--- config.mk ---
export PLATFORM = sky130hd
export DESIGN_NAME = prewrap_host_seq
export DESIGN_NICKNAME = d
export VERILOG_FILES = /design/src/rtl/prewrap_host_pkg.sv /design/src/rtl/prewrap_host_seq_rd_port.sv /design/src/rtl/prewrap_host_seq.sv
export SDC_FILE = /design/constraint.sdc
export NUM_CORES = 1
export LEC_CHECK = 0
export CAP_MARGIN = 30
export CORE_ASPECT_RATIO = 1.1
export CORE_MARGIN = 1.5
export CORE_UTILIZATION = 42
export DETAILED_ROUTE_END_ITERATION = 7
export HOLD_SLACK_MARGIN = 0.15
export PLACE_DENSITY = 0.9
export RECOVER_POWER = 50
export REMOVE_ABC_BUFFERS = 1
export SETUP_SLACK_MARGIN = 0.4
export SLEW_MARGIN = 30
export SYNTH_ARGS = -nofsm -noshare
export SYNTH_HDL_FRONTEND = slang
export SYNTH_SLANG_ARGS = --single-unit
--- constraint.sdc ---
create_clock -name clk -period 6.6 [get_ports clk]
set_input_delay 1.32 -clock clk [delete_from_list [all_inputs] [get_ports clk]]
set_output_delay 1.32 -clock clk [all_outputs]
set_load 0.005 [all_outputs]
--- src/rtl/prewrap_host_pkg.sv ---
// Shared register map, command/status encodings and sequencer state for the
// prewrapper host-side initiator.
package prewrap_host_pkg;

  localparam logic [31:0] ADDR_NOP    = 32'd0;
  localparam logic [31:0] ADDR_CMD    = 32'd1;
  localparam logic [31:0] ADDR_DIN    = 32'd2;
  localparam logic [31:0] ADDR_STATUS = 32'd3;
  localparam logic [31:0] ADDR_DOUT   = 32'd4;
  localparam logic [31:0] ADDR_DFT    = 32'd16;

  localparam logic [31:0] CMD_RUN   = 32'd1;
  localparam logic [31:0] CMD_DUMP  = 32'd2;
  localparam logic [31:0] CMD_CLEAR = 32'd4;

  localparam int unsigned STAT_DONE = 0;
  localparam int unsigned STAT_ERR  = 1;

  typedef enum logic [3:0] {
    StIdle,
    StWrDin,
    StWrGap1,
    StWrCmd,
    StWrGap2,
    StPoll,
    StRdDout,
    StResp,
    StRdDft,
    StErr,
    StWrClr,
    StClrGap
  } host_state_e;

  function automatic logic [31:0] dft_addr(input logic [3:0] idx);
    return ADDR_DFT + {28'd0, idx};
  endfunction

endpackage

--- src/rtl/prewrap_host_seq_rd_port.sv ---
// Read port: presents a read address for RD_LAT cycles and flags the last
// cycle, in which the prewrapper's read data is valid.
module prewrap_rd_port
  import prewrap_host_pkg::*;
#(
  parameter int unsigned RD_LAT = 1
) (
  input  logic        clk_i,
  input  logic        rst_i,
  input  logic        start_i,
  input  logic [31:0] addr_i,
  output logic [31:0] axi_rd_addr_o,
  input  logic [31:0] axi_rd_msg_i,
  output logic        done_o,
  output logic [31:0] data_o
);

  localparam int unsigned CntW = (RD_LAT > 1) ? $clog2(RD_LAT) : 1;

  logic            busy_q, busy_d;
  logic [CntW-1:0] cnt_q, cnt_d;
  logic [31:0]     addr_q, addr_d;

  assign done_o        = busy_q && (cnt_q == '0);
  assign data_o        = axi_rd_msg_i;
  assign axi_rd_addr_o = addr_q;

  // A new start in the done cycle chains reads back to back.
  always_comb begin
    busy_d = busy_q;
    cnt_d  = cnt_q;
    addr_d = addr_q;
    if (start_i) begin
      busy_d = 1'b1;
      cnt_d  = CntW'(RD_LAT - 1);
      addr_d = addr_i;
    end else if (done_o) begin
      busy_d = 1'b0;
      cnt_d  = '0;
      addr_d = ADDR_NOP;
    end else if (busy_q) begin
      cnt_d = cnt_q - 1'b1;
    end
  end

  always_ff @(posedge clk_i or posedge rst_i) begin
    if (rst_i) begin
      busy_q <= 1'b0;
      cnt_q  <= '0;
      addr_q <= ADDR_NOP;
    end else begin
      busy_q <= busy_d;
      cnt_q  <= cnt_d;
      addr_q <= addr_d;
    end
  end

endmodule

--- src/rtl/prewrap_host_seq.sv ---
// Host-side sequencer: turns one request into DIN write, run command, status
// polling, DOUT read and optional scan-dump reads, returning words on a stream.
module prewrap_host_seq
  import prewrap_host_pkg::*;
#(
  parameter int unsigned RD_LAT     = 1,
  parameter int unsigned DUMP_WORDS = 1,
  parameter int unsigned POLL_MAX   = 1024
) (
  input  logic        clk,
  input  logic        reset,
  input  logic        req_valid,
  output logic        req_ready,
  input  logic [31:0] req_din,
  input  logic        req_dump,
  output logic        resp_valid,
  input  logic        resp_ready,
  output logic [31:0] resp_data,
  output logic        resp_is_dft,
  output logic        resp_last,
  output logic        resp_err,
  output logic [31:0] axi_rd_addr,
  output logic [31:0] axi_wr_addr,
  output logic [31:0] axi_wr_msg,
  input  logic [31:0] axi_rd_msg
);

  localparam int unsigned PollW   = $clog2(POLL_MAX + 1);
  localparam logic [3:0]  LastIdx = 4'(DUMP_WORDS - 1);

  host_state_e      state_q, state_d;
  logic [31:0]      din_q, din_d;
  logic             dump_q, dump_d;
  logic [PollW-1:0] poll_cnt_q, poll_cnt_d;
  logic [3:0]       word_idx_q, word_idx_d;

  logic        req_ready_q, req_ready_d;
  logic        resp_valid_q, resp_valid_d;
  logic [31:0] resp_data_q, resp_data_d;
  logic        resp_is_dft_q, resp_is_dft_d;
  logic        resp_last_q, resp_last_d;
  logic        resp_err_q, resp_err_d;
  logic [31:0] wr_addr_q, wr_addr_d;
  logic [31:0] wr_msg_q, wr_msg_d;

  logic        rd_start;
  logic [31:0] rd_start_addr;
  logic        rd_done;
  logic [31:0] rd_data;

  prewrap_rd_port #(
    .RD_LAT(RD_LAT)
  ) u_rd_port (
    .clk_i        (clk),
    .rst_i        (reset),
    .start_i      (rd_start),
    .addr_i       (rd_start_addr),
    .axi_rd_addr_o(axi_rd_addr),
    .axi_rd_msg_i (axi_rd_msg),
    .done_o       (rd_done),
    .data_o       (rd_data)
  );

  always_comb begin
    state_d       = state_q;
    din_d         = din_q;
    dump_d        = dump_q;
    poll_cnt_d    = poll_cnt_q;
    word_idx_d    = word_idx_q;
    resp_data_d   = resp_data_q;
    resp_is_dft_d = resp_is_dft_q;
    resp_last_d   = resp_last_q;
    resp_err_d    = resp_err_q;
    rd_start      = 1'b0;
    rd_start_addr = ADDR_NOP;

    unique case (state_q)
      StIdle: begin
        poll_cnt_d = '0;
        word_idx_d = '0;
        if (req_valid && req_ready_q) begin
          din_d   = req_din;
          dump_d  = req_dump;
          state_d = StWrDin;
        end
      end
      StWrDin:  state_d = StWrGap1;
      StWrGap1: state_d = StWrCmd;
      StWrCmd:  state_d = StWrGap2;
      StWrGap2: begin
        rd_start      = 1'b1;
        rd_start_addr = ADDR_STATUS;
        state_d       = StPoll;
      end
      StPoll: begin
        if (rd_done) begin
          // An error status still finishes the run; the output is read as usual.
          if (rd_data[STAT_DONE] || rd_data[STAT_ERR]) begin
            rd_start      = 1'b1;
            rd_start_addr = ADDR_DOUT;
            state_d       = StRdDout;
          end else begin
            poll_cnt_d = poll_cnt_q + 1'b1;
            if (poll_cnt_d == PollW'(POLL_MAX)) begin
              resp_data_d   = '0;
              resp_is_dft_d = 1'b0;
              resp_last_d   = 1'b1;
              resp_err_d    = 1'b1;
              state_d       = StErr;
            end else begin
              rd_start      = 1'b1;
              rd_start_addr = ADDR_STATUS;
            end
          end
        end
      end
      StRdDout: begin
        if (rd_done) begin
          resp_data_d   = rd_data;
          resp_is_dft_d = 1'b0;
          resp_last_d   = !dump_q;
          resp_err_d    = 1'b0;
          state_d       = StResp;
        end
      end
      StResp: begin
        if (resp_ready) begin
          if (resp_last_q) begin
            state_d = StWrClr;
          end else begin
            if (resp_is_dft_q) begin
              word_idx_d = word_idx_q + 1'b1;
            end
            rd_start      = 1'b1;
            rd_start_addr = dft_addr(word_idx_d);
            state_d       = StRdDft;
          end
        end
      end
      StRdDft: begin
        if (rd_done) begin
          resp_data_d   = rd_data;
          resp_is_dft_d = 1'b1;
          resp_last_d   = (word_idx_q == LastIdx);
          resp_err_d    = 1'b0;
          state_d       = StResp;
        end
      end
      StErr: begin
        if (resp_ready) begin
          state_d = StWrClr;
        end
      end
      StWrClr:  state_d = StClrGap;
      StClrGap: state_d = StIdle;
      default:  state_d = StIdle;
    endcase

    // Outputs are registered copies of what the next state presents.
    req_ready_d  = (state_d == StIdle);
    resp_valid_d = (state_d == StResp) || (state_d == StErr);
    if (!resp_valid_d) begin
      resp_data_d   = '0;
      resp_is_dft_d = 1'b0;
      resp_last_d   = 1'b0;
      resp_err_d    = 1'b0;
    end

    wr_addr_d = ADDR_NOP;
    wr_msg_d  = '0;
    case (state_d)
      StWrDin: begin
        wr_addr_d = ADDR_DIN;
        wr_msg_d  = din_d;
      end
      StWrCmd: begin
        wr_addr_d = ADDR_CMD;
        wr_msg_d  = dump_q ? (CMD_RUN | CMD_DUMP) : CMD_RUN;
      end
      StWrClr: begin
        wr_addr_d = ADDR_CMD;
        wr_msg_d  = CMD_CLEAR;
      end
      default: ;
    endcase
  end

  always_ff @(posedge clk or posedge reset) begin
    if (reset) begin
      state_q       <= StIdle;
      din_q         <= '0;
      dump_q        <= 1'b0;
      poll_cnt_q    <= '0;
      word_idx_q    <= '0;
      req_ready_q   <= 1'b0;
      resp_valid_q  <= 1'b0;
      resp_data_q   <= '0;
      resp_is_dft_q <= 1'b0;
      resp_last_q   <= 1'b0;
      resp_err_q    <= 1'b0;
      wr_addr_q     <= ADDR_NOP;
      wr_msg_q      <= '0;
    end else begin
      state_q       <= state_d;
      din_q         <= din_d;
      dump_q        <= dump_d;
      poll_cnt_q    <= poll_cnt_d;
      word_idx_q    <= word_idx_d;
      req_ready_q   <= req_ready_d;
      resp_valid_q  <= resp_valid_d;
      resp_data_q   <= resp_data_d;
      resp_is_dft_q <= resp_is_dft_d;
      resp_last_q   <= resp_last_d;
      resp_err_q    <= resp_err_d;
      wr_addr_q     <= wr_addr_d;
      wr_msg_q      <= wr_msg_d;
    end
  end

  assign req_ready   = req_ready_q;
  assign resp_valid  = resp_valid_q;
  assign resp_data   = resp_data_q;
  assign resp_is_dft = resp_is_dft_q;
  assign resp_last   = resp_last_q;
  assign resp_err    = resp_err_q;
  assign axi_wr_addr = wr_addr_q;
  assign axi_wr_msg  = wr_msg_q;

endmodule

==> results of run 1 <==
## logic make-up (layout without fill, tap and decap cells)
| group | Yosys count | after routing | synth area share |
|---|---|---|---|
| simple gates | 154 | 154 | 0.169 |
| compound gates | 140 | 140 | 0.191 |
| flops | 98 | 98 | 0.499 |
| buf+inv | 93 | 172 | 0.122 |
| xor+xnor | 4 | 4 | 0.00713 |
| fa+ha+maj | 3 | 3 | 0.00763 |
| mux | 2 | 2 | 0.00407 |
| other cells | 1 | 57 | 0.000763 |
## cell usage in the layout (no fill, tap or decap), types with 3 or more instances in the layout
cell type / n
sky130_fd_sc_hd__buf_4: 4
sky130_fd_sc_hd__or3_1: 4
sky130_fd_sc_hd__a21oi_1: 17
sky130_fd_sc_hd__and2_1: 11
sky130_fd_sc_hd__nor3_1: 8
sky130_fd_sc_hd__clkbuf_8: 3
sky130_fd_sc_hd__nand2_1: 50
sky130_fd_sc_hd__conb_1: 57
sky130_fd_sc_hd__o31ai_1: 4
sky130_fd_sc_hd__nand3_1: 8
sky130_fd_sc_hd__dlygate4sd3_1: 68
sky130_fd_sc_hd__nor3b_1: 3
sky130_fd_sc_hd__ha_1: 3
sky130_fd_sc_hd__xor2_1: 3
sky130_fd_sc_hd__dfrtp_1: 98
sky130_fd_sc_hd__clkbuf_16: 9
sky130_fd_sc_hd__o21ai_1: 23
sky130_fd_sc_hd__nand4_1: 4
sky130_fd_sc_hd__a21oi_2: 29
sky130_fd_sc_hd__nand2b_1: 7
sky130_fd_sc_hd__and3_1: 6
sky130_fd_sc_hd__clkdlybuf4s50_1: 76
sky130_fd_sc_hd__and2_0: 21
sky130_fd_sc_hd__inv_1: 6
sky130_fd_sc_hd__nor2_1: 15
sky130_fd_sc_hd__o21ai_0: 38
sky130_fd_sc_hd__nor2b_1: 3
## area by class of cell
class,instances,area share
multi-input cells,360,0.320
inverters,8,0.00479
well taps,150,0.0288
flip-flops and latches,98,0.376
repair buffers,148,0.226
clock inverters,4,0.00460
clock buffers,12,0.0409
## per-stage QoR
step | power (mW) | instance area (um2) | worst slack (ps) | util
floorplan | 1.02 | 4560 | 2720 | -
global placement | 1.23 | 6220 | 2690 | 0.544
detailed placement | 1.25 | 6230 | 2610 | 0.545
CTS | 1.76 | 6530 | 2960 | 0.571
global route | 1.84 | 6520 | 2780 | 0.570
finish | 1.74 | 6520 | 2880 | 0.570
## registers in the layout, indices dropped and copies added, names as in the netlist, 2 cells and up
register / flops
u_rd_port.axi_rd_addr_o: 5
state_q: 4
word_idx_q: 4
poll_cnt_q: 11
resp_data: 32
axi_wr_addr: 2
axi_wr_msg: 32
## report_power, final
group | internal, mW | switching (mW)
Sequential | 0.653 | 0.0742
Clock | 0.289 | 0.225
Combinational | 0.201 | 0.301
Total | 1.14 | 0.600
## routing by layer
layer	vias up	part of all wire
li1	1856	-
met3	35	0.065
met2	180	0.49
met4	0	0.039
met5	-	0
met1	1905	0.40
## how the worst min path moves through the flow
stage / slack [ps] / end
2_1_floorplan: 450 / u_rd_port.cnt_q
5_1_grt: 490 / u_rd_port.axi_rd_addr_o[3]
3_5_place_dp: 470 / u_rd_port.axi_rd_addr_o[4]
4_1_cts: 480 / u_rd_port.axi_rd_addr_o[4]
3_3_place_gp: 460 / u_rd_port.cnt_q
6_report: 470 / u_rd_port.axi_rd_addr_o[4]
## critical path, delay by kind of cell
kind	cells	cell delay (ps)
AND/OR/NAND/NOR	4	850
buffers and inverters	2	1070
AO/OA/AOI/OAI	2	680
==> results.json, run 1 <==
{
  "yosysUniqueCellTypes": 63,
  "crit_path_max_fanout": 20,
  "rsz_0062_raised_after_global_routing": "no",
  "setup_tns_ps": 0,
  "synth.top_cell.area_share": 0.499,
  "yosys.cell_count.top_type": "sky130_fd_sc_hd__dfrtp_1",
  "power.leakage_nw": 2.98,
  "dieHeight_um": 116,
  "clock-sinks": 98,
  "cts-htree-levels": 3,
  "worst_hold_launch": "u_rd_port.axi_rd_addr_o[4]",
  "synth_sequential_area_ratio": 0.499,
  "cap_viol_max_count": 1,
  "antenna_left": 0,
  "clock.fmax_mhz": 269,
  "finish.net_count": 697,
  "post_synth_most_frequent_cells": "98 x sky130_fd_sc_hd__dfrtp_1, 58 x sky130_fd_sc_hd__buf_4, 50 x sky130_fd_sc_hd__nand2_1, 36 x sky130_fd_sc_hd__o21ai_0, 31 x sky130_fd_sc_hd__and2_1",
  "route.detailed.vias_per_inst": 5.10,
  "slew_viol_final": 37,
  "cts_buffers": 9,
  "postSynthCellCount": 495,
  "ff2ff_path_depth": 7,
  "timing_worst_slew_pin_value_ps": 1530,
  "route.detailed.drc": 0,
  "area.sequential_mm2": 0.00245,
  "fp.coreArea_mm2": 0.0114,
  "slowest_stage_cell_crit_path": "sky130_fd_sc_hd__dlygate4sd3_1",
  "grt_first_pass_wirelength_um": 18500,
  "die_area_mm2": 0.0124,
  "synth.yosys.warnings": 0,
  "final_min_period_over_clock_period": 0.563,
  "share_of_final_layout_standard_cells_stronger_than_drive_strength_1": 0.0952,
  "minimum_setup_slack_among_reg_to_reg_paths_ps": 3450,
  "clock-skew-final_ps": 10.9,
  "route.vias.total": 3976,
  "regToRegStartpoint": "state_q[2]",
  "synth.top_cells.by_area": "sky130_fd_sc_hd__dfrtp_1 50%, sky130_fd_sc_hd__buf_4 8.9%, sky130_fd_sc_hd__a21oi_2 5.2%",
  "row_count": 41,
  "post-synth-top-area-cell": "sky130_fd_sc_hd__dfrtp_1",
  "synth_area_mm2": 0.00492,
  "postSynthAreaPerCell_um2": 9.93,
  "timing.critical_path.from": "resp_ready",
  "initial_antenna_violation_count": 0,
  "synth-async-reset-ratio": 1.00,
  "critPathKind": "primary input to register",
  "cts_setup_buffers": 0,
  "synth_enable_flop_cells": 0,
  "synth_flop_cell": "sky130_fd_sc_hd__dfrtp_1",
  "dieWidth_um": 106,
  "clk_pin_slew_worst_setup_hold_paths_ps": 60,
  "fin_worst_hold_slack_ps": 474,
  "globalRouteMet1Util": 0.240,
  "io_buffer_count": 144,
  "synth-seq-cells": 98,
  "average_wire_length_per_cell_after_detail_routing_um": 15.2,
  "worstSetupEndpoint": "resp_last",
  "track_usage": 0.190,
  "io_pins": 202,
  "initial_core_util": 0.430,
  "place.detailed.instances": 764,
  "critical-path-max-stage-delay_ps": 650,
  "post_cts_hold_buffer_count": 0,
  "nFillCells": 945,
  "grt_most_used_layer": "met2",
  "critical_path_arrival_ps": 3950,
  "grt_start_max_net_pins": 64,
  "insertion_delay_ps": 340,
  "multi_input_logic_area_mm2": 0.00208,
  "grtUsageMet3": 0.0396,
  "drt-initial-drc-count": 185,
  "post-route-min-period_ps": 3720,
  "cts-root-to-sink-buffers": 2,
  "dp.final_hpwl_um": 8540,
  "power_per_cell_area_mw_per_mm2": 267,
  "wl_um": 11900,
  "final-instance-count-excl-fill": 780,
  "antenna-diode-count": 0,
  "ir_worst_vdd_uv": 141,
  "endpoint_kind": "register",
  "place.gp.congestion": 0.934,
  "layout-area-overhead-vs-synth_pct": 32.7,
  "cts-root-buf": "sky130_fd_sc_hd__clkbuf_16",
  "grt.overflow.total": 0,
  "worst-endpoint-required_ps": 6830,
  "regToRegEndpoint": "resp_last",
  "first_global_vias": 3782,
  "setup_viol_count_final": 0,
  "run_status": "finished, violations left",
  "critical_path.cell_chain": "dlygate4sd3_1, nand4bb_1, a21oi_1, nor3_1, nand3b_4, a31oi_4, buf_4, and3b_1",
  "post_cts_resized": 0,
  "timing_hold_violations_final": 0,
  "violated_checks": "capacitance limit, slew limit",
  "met2_usage": 0.305,
  "first_pass_iters": 4,
  "slew_headroom": -0.0273,
  "worst_hold_path.num_cells": 2,
  "cts_tree": "yes",
  "startpoint_type": "primary input",
  "holdCritPathClass": "register to register"
}
Note: power is estimated with default switching activity, not from simulation.
==> inputs of run 2 (changes only) <==
==> constraint.sdc (replaced) <==
create_clock -name clk -period 3.7 [get_ports clk]
set_input_delay 0.74 -clock clk [delete_from_list [all_inputs] [get_ports clk]]
set_output_delay 0.74 -clock clk [all_outputs]
set_load 0.005 [all_outputs]
==> run 2 against run 1 <==
Net effect: the flow still finishes with violations (capacitance limit, slew limit); critical path type unchanged; worst setup slack lost 2100 ps; sequential share of layout area shrank 0.24 points; largest cell class unchanged; count of clock-buffer cells in the layout shrank 3; final cell count grew 0.38%; critical path depth is the same; sequential power grew 79%; clock power grew 77%.
==> results.json, run 2 (synthesis results as in run 1) <==
{
  "timing_hold_violations_final": 0,
  "layout.cells.most_common_list": "106 x sky130_fd_sc_hd__clkdlybuf4s50_1, 98 x sky130_fd_sc_hd__dfrtp_1, 57 x sky130_fd_sc_hd__conb_1, 50 x sky130_fd_sc_hd__nand2_1, 38 x sky130_fd_sc_hd__dlygate4sd3_1",
  "first_global_vias": 3808,
  "setup_viol_count_final": 0,
  "cts-htree-levels": 3,
  "regToRegStartpoint": "poll_cnt_q[0]",
  "worstSetupEndpoint": "resp_data[28]",
  "power.leakage_nw": 2.92,
  "grt.overflow.total": 0,
  "antenna_left": 0,
  "grt_first_pass_wirelength_um": 18700,
  "track_usage": 0.192,
  "io_pins": 202,
  "finish.net_count": 700,
  "startpoint_type": "primary input",
  "clock.fmax_mhz": 347,
  "slew_viol_final": 42,
  "timing.critical_path.from": "resp_ready",
  "first_pass_iters": 5,
  "clk_pin_slew_worst_setup_hold_paths_ps": 70,
  "holdCritPathClass": "register to register",
  "ff2ff_path_depth": 8,
  "row_count": 41,
  "rsz_0062_raised_after_global_routing": "no",
  "drt-initial-drc-count": 265,
  "timing_worst_slew_pin_value_ps": 1830,
  "cts_tree": "yes",
  "endpoint_kind": "register",
  "minimum_setup_slack_among_reg_to_reg_paths_ps": 830,
  "insertion_delay_ps": 350,
  "nFillCells": 958,
  "io_buffer_count": 144,
  "place.gp.congestion": 0.874,
  "cts-root-to-sink-buffers": 2,
  "crit_path_max_fanout": 19,
  "critical_path_arrival_ps": 3150,
  "fp.coreArea_mm2": 0.0114,
  "p_total_mw": 3.13,
  "power_per_cell_area_mw_per_mm2": 477,
  "post_cts_hold_buffer_count": 0,
  "share_of_final_layout_standard_cells_stronger_than_drive_strength_1": 0.101,
  "slew_headroom": -0.227,
  "cts_buffers": 9,
  "setup_tns_ps": 0,
  "route.detailed.drc": 0,
  "final_min_period_over_clock_period": 0.779,
  "die_area_mm2": 0.0124,
  "critical_path.cell_chain": "dlygate4sd3_1, nor2b_1, o21ba_1, o21ai_1, nor3_1, a31oi_4, buf_12, a21oi_1",
  "post-route-min-period_ps": 2880,
  "share_of_the_core_filled_with_cells": 0.574,
  "layout-area-overhead-vs-synth_pct": 33.5,
  "initial_core_util": 0.430,
  "violated_checks": "capacitance limit, slew limit",
  "worst_hold_launch": "u_rd_port.axi_rd_addr_o[3]",
  "dieHeight_um": 116,
  "cts-root-buf": "sky130_fd_sc_hd__clkbuf_16",
  "run_status": "finished, violations left",
  "slowest_stage_cell_crit_path": "sky130_fd_sc_hd__dlygate4sd3_1",
  "initial_antenna_violation_count": 0,
  "clock-sinks": 98,
  "multi_input_logic_area_mm2": 0.00208,
  "critPathKind": "primary input to register",
  "ir_worst_vdd_uv": 268,
  "post_cts_resized": 0,
  "cap_viol_max_count": 1,
  "dp.final_hpwl_um": 8480,
  "clock-skew-final_ps": 7.68,
  "grt_start_max_net_pins": 58,
  "wl_um": 11900,
  "antenna-diode-count": 0,
  "regToRegEndpoint": "resp_data[28]",
  "critical-path-max-stage-delay_ps": 640,
  "area.sequential_mm2": 0.00245,
  "fin_worst_hold_slack_ps": 480,
  "average_wire_length_per_cell_after_detail_routing_um": 15.2,
  "dieWidth_um": 106,
  "route.vias.total": 3977,
  "route.detailed.vias_per_inst": 5.08,
  "cts_setup_buffers": 0,
  "worst-endpoint-required_ps": 3970,
  "leading_cell_type_in_the_layout_fill_and_taps_excluded": "sky130_fd_sc_hd__clkdlybuf4s50_1"
}
run 2: where the power goes:
group          switching (mW)  internal (mW)
sequential              0.140           1.16
combinational           0.524          0.393
clock                   0.439          0.469
total                    1.10           2.03
run 2: per-stage QoR:
step | worst slack, ps | cell area, um2 | std cells
after detailed placement | 537 | 6280 | 767
final | 816 | 6570 | 783
after global routing | 575 | 6570 | 783
after CTS | 821 | 6570 | 783
after floorplan | 398 | 4560 | 466
after global placement | 595 | 6260 | 766
run 2: worst max-delay path, delay by kind of cell:
kind,cells,cell delay [ps]
and+or+nand+nor,2,680
buffers and inverters,2,930
AOI/OAI and AO/OA,4,800
run 2: worst min path at each step:
stage	endpoint	slack [ps]	cells after the start
after floorplan	u_rd_port.cnt_q	450	1
after global placement	u_rd_port.cnt_q	460	1
after detailed placement	u_rd_port.axi_rd_addr_o[3]	470	1
after CTS	u_rd_port.axi_rd_addr_o[3]	490	1
after global routing	u_rd_port.axi_rd_addr_o[3]	510	1
final	u_rd_port.axi_rd_addr_o[3]	480	1
run 2: routing by layer:
| layer | up-vias | GRT usage | share of wire | wire, um |
|---|---|---|---|---|
| li1 | 1847 | - | - | - |
| met1 | 1903 | 0.237 | 0.39 | 4690 |
| met2 | 201 | 0.322 | 0.51 | 6090 |
| met3 | 26 | 0.0430 | 0.068 | 805 |
| met4 | 0 | 0.0937 | 0.026 | 314 |
| met5 | - | 0 | 0 | 0 |
run 2: layout make-up:
cell class                      count  share of cell area
Clock buffer                        9              0.0343
Tap cell                          150              0.0286
Inverter                            8             0.00476
Clock inverter                      7             0.00934
Timing Repair Buffer              151               0.233
Multi-Input combinational cell    360               0.317
Sequential cell                    98               0.374
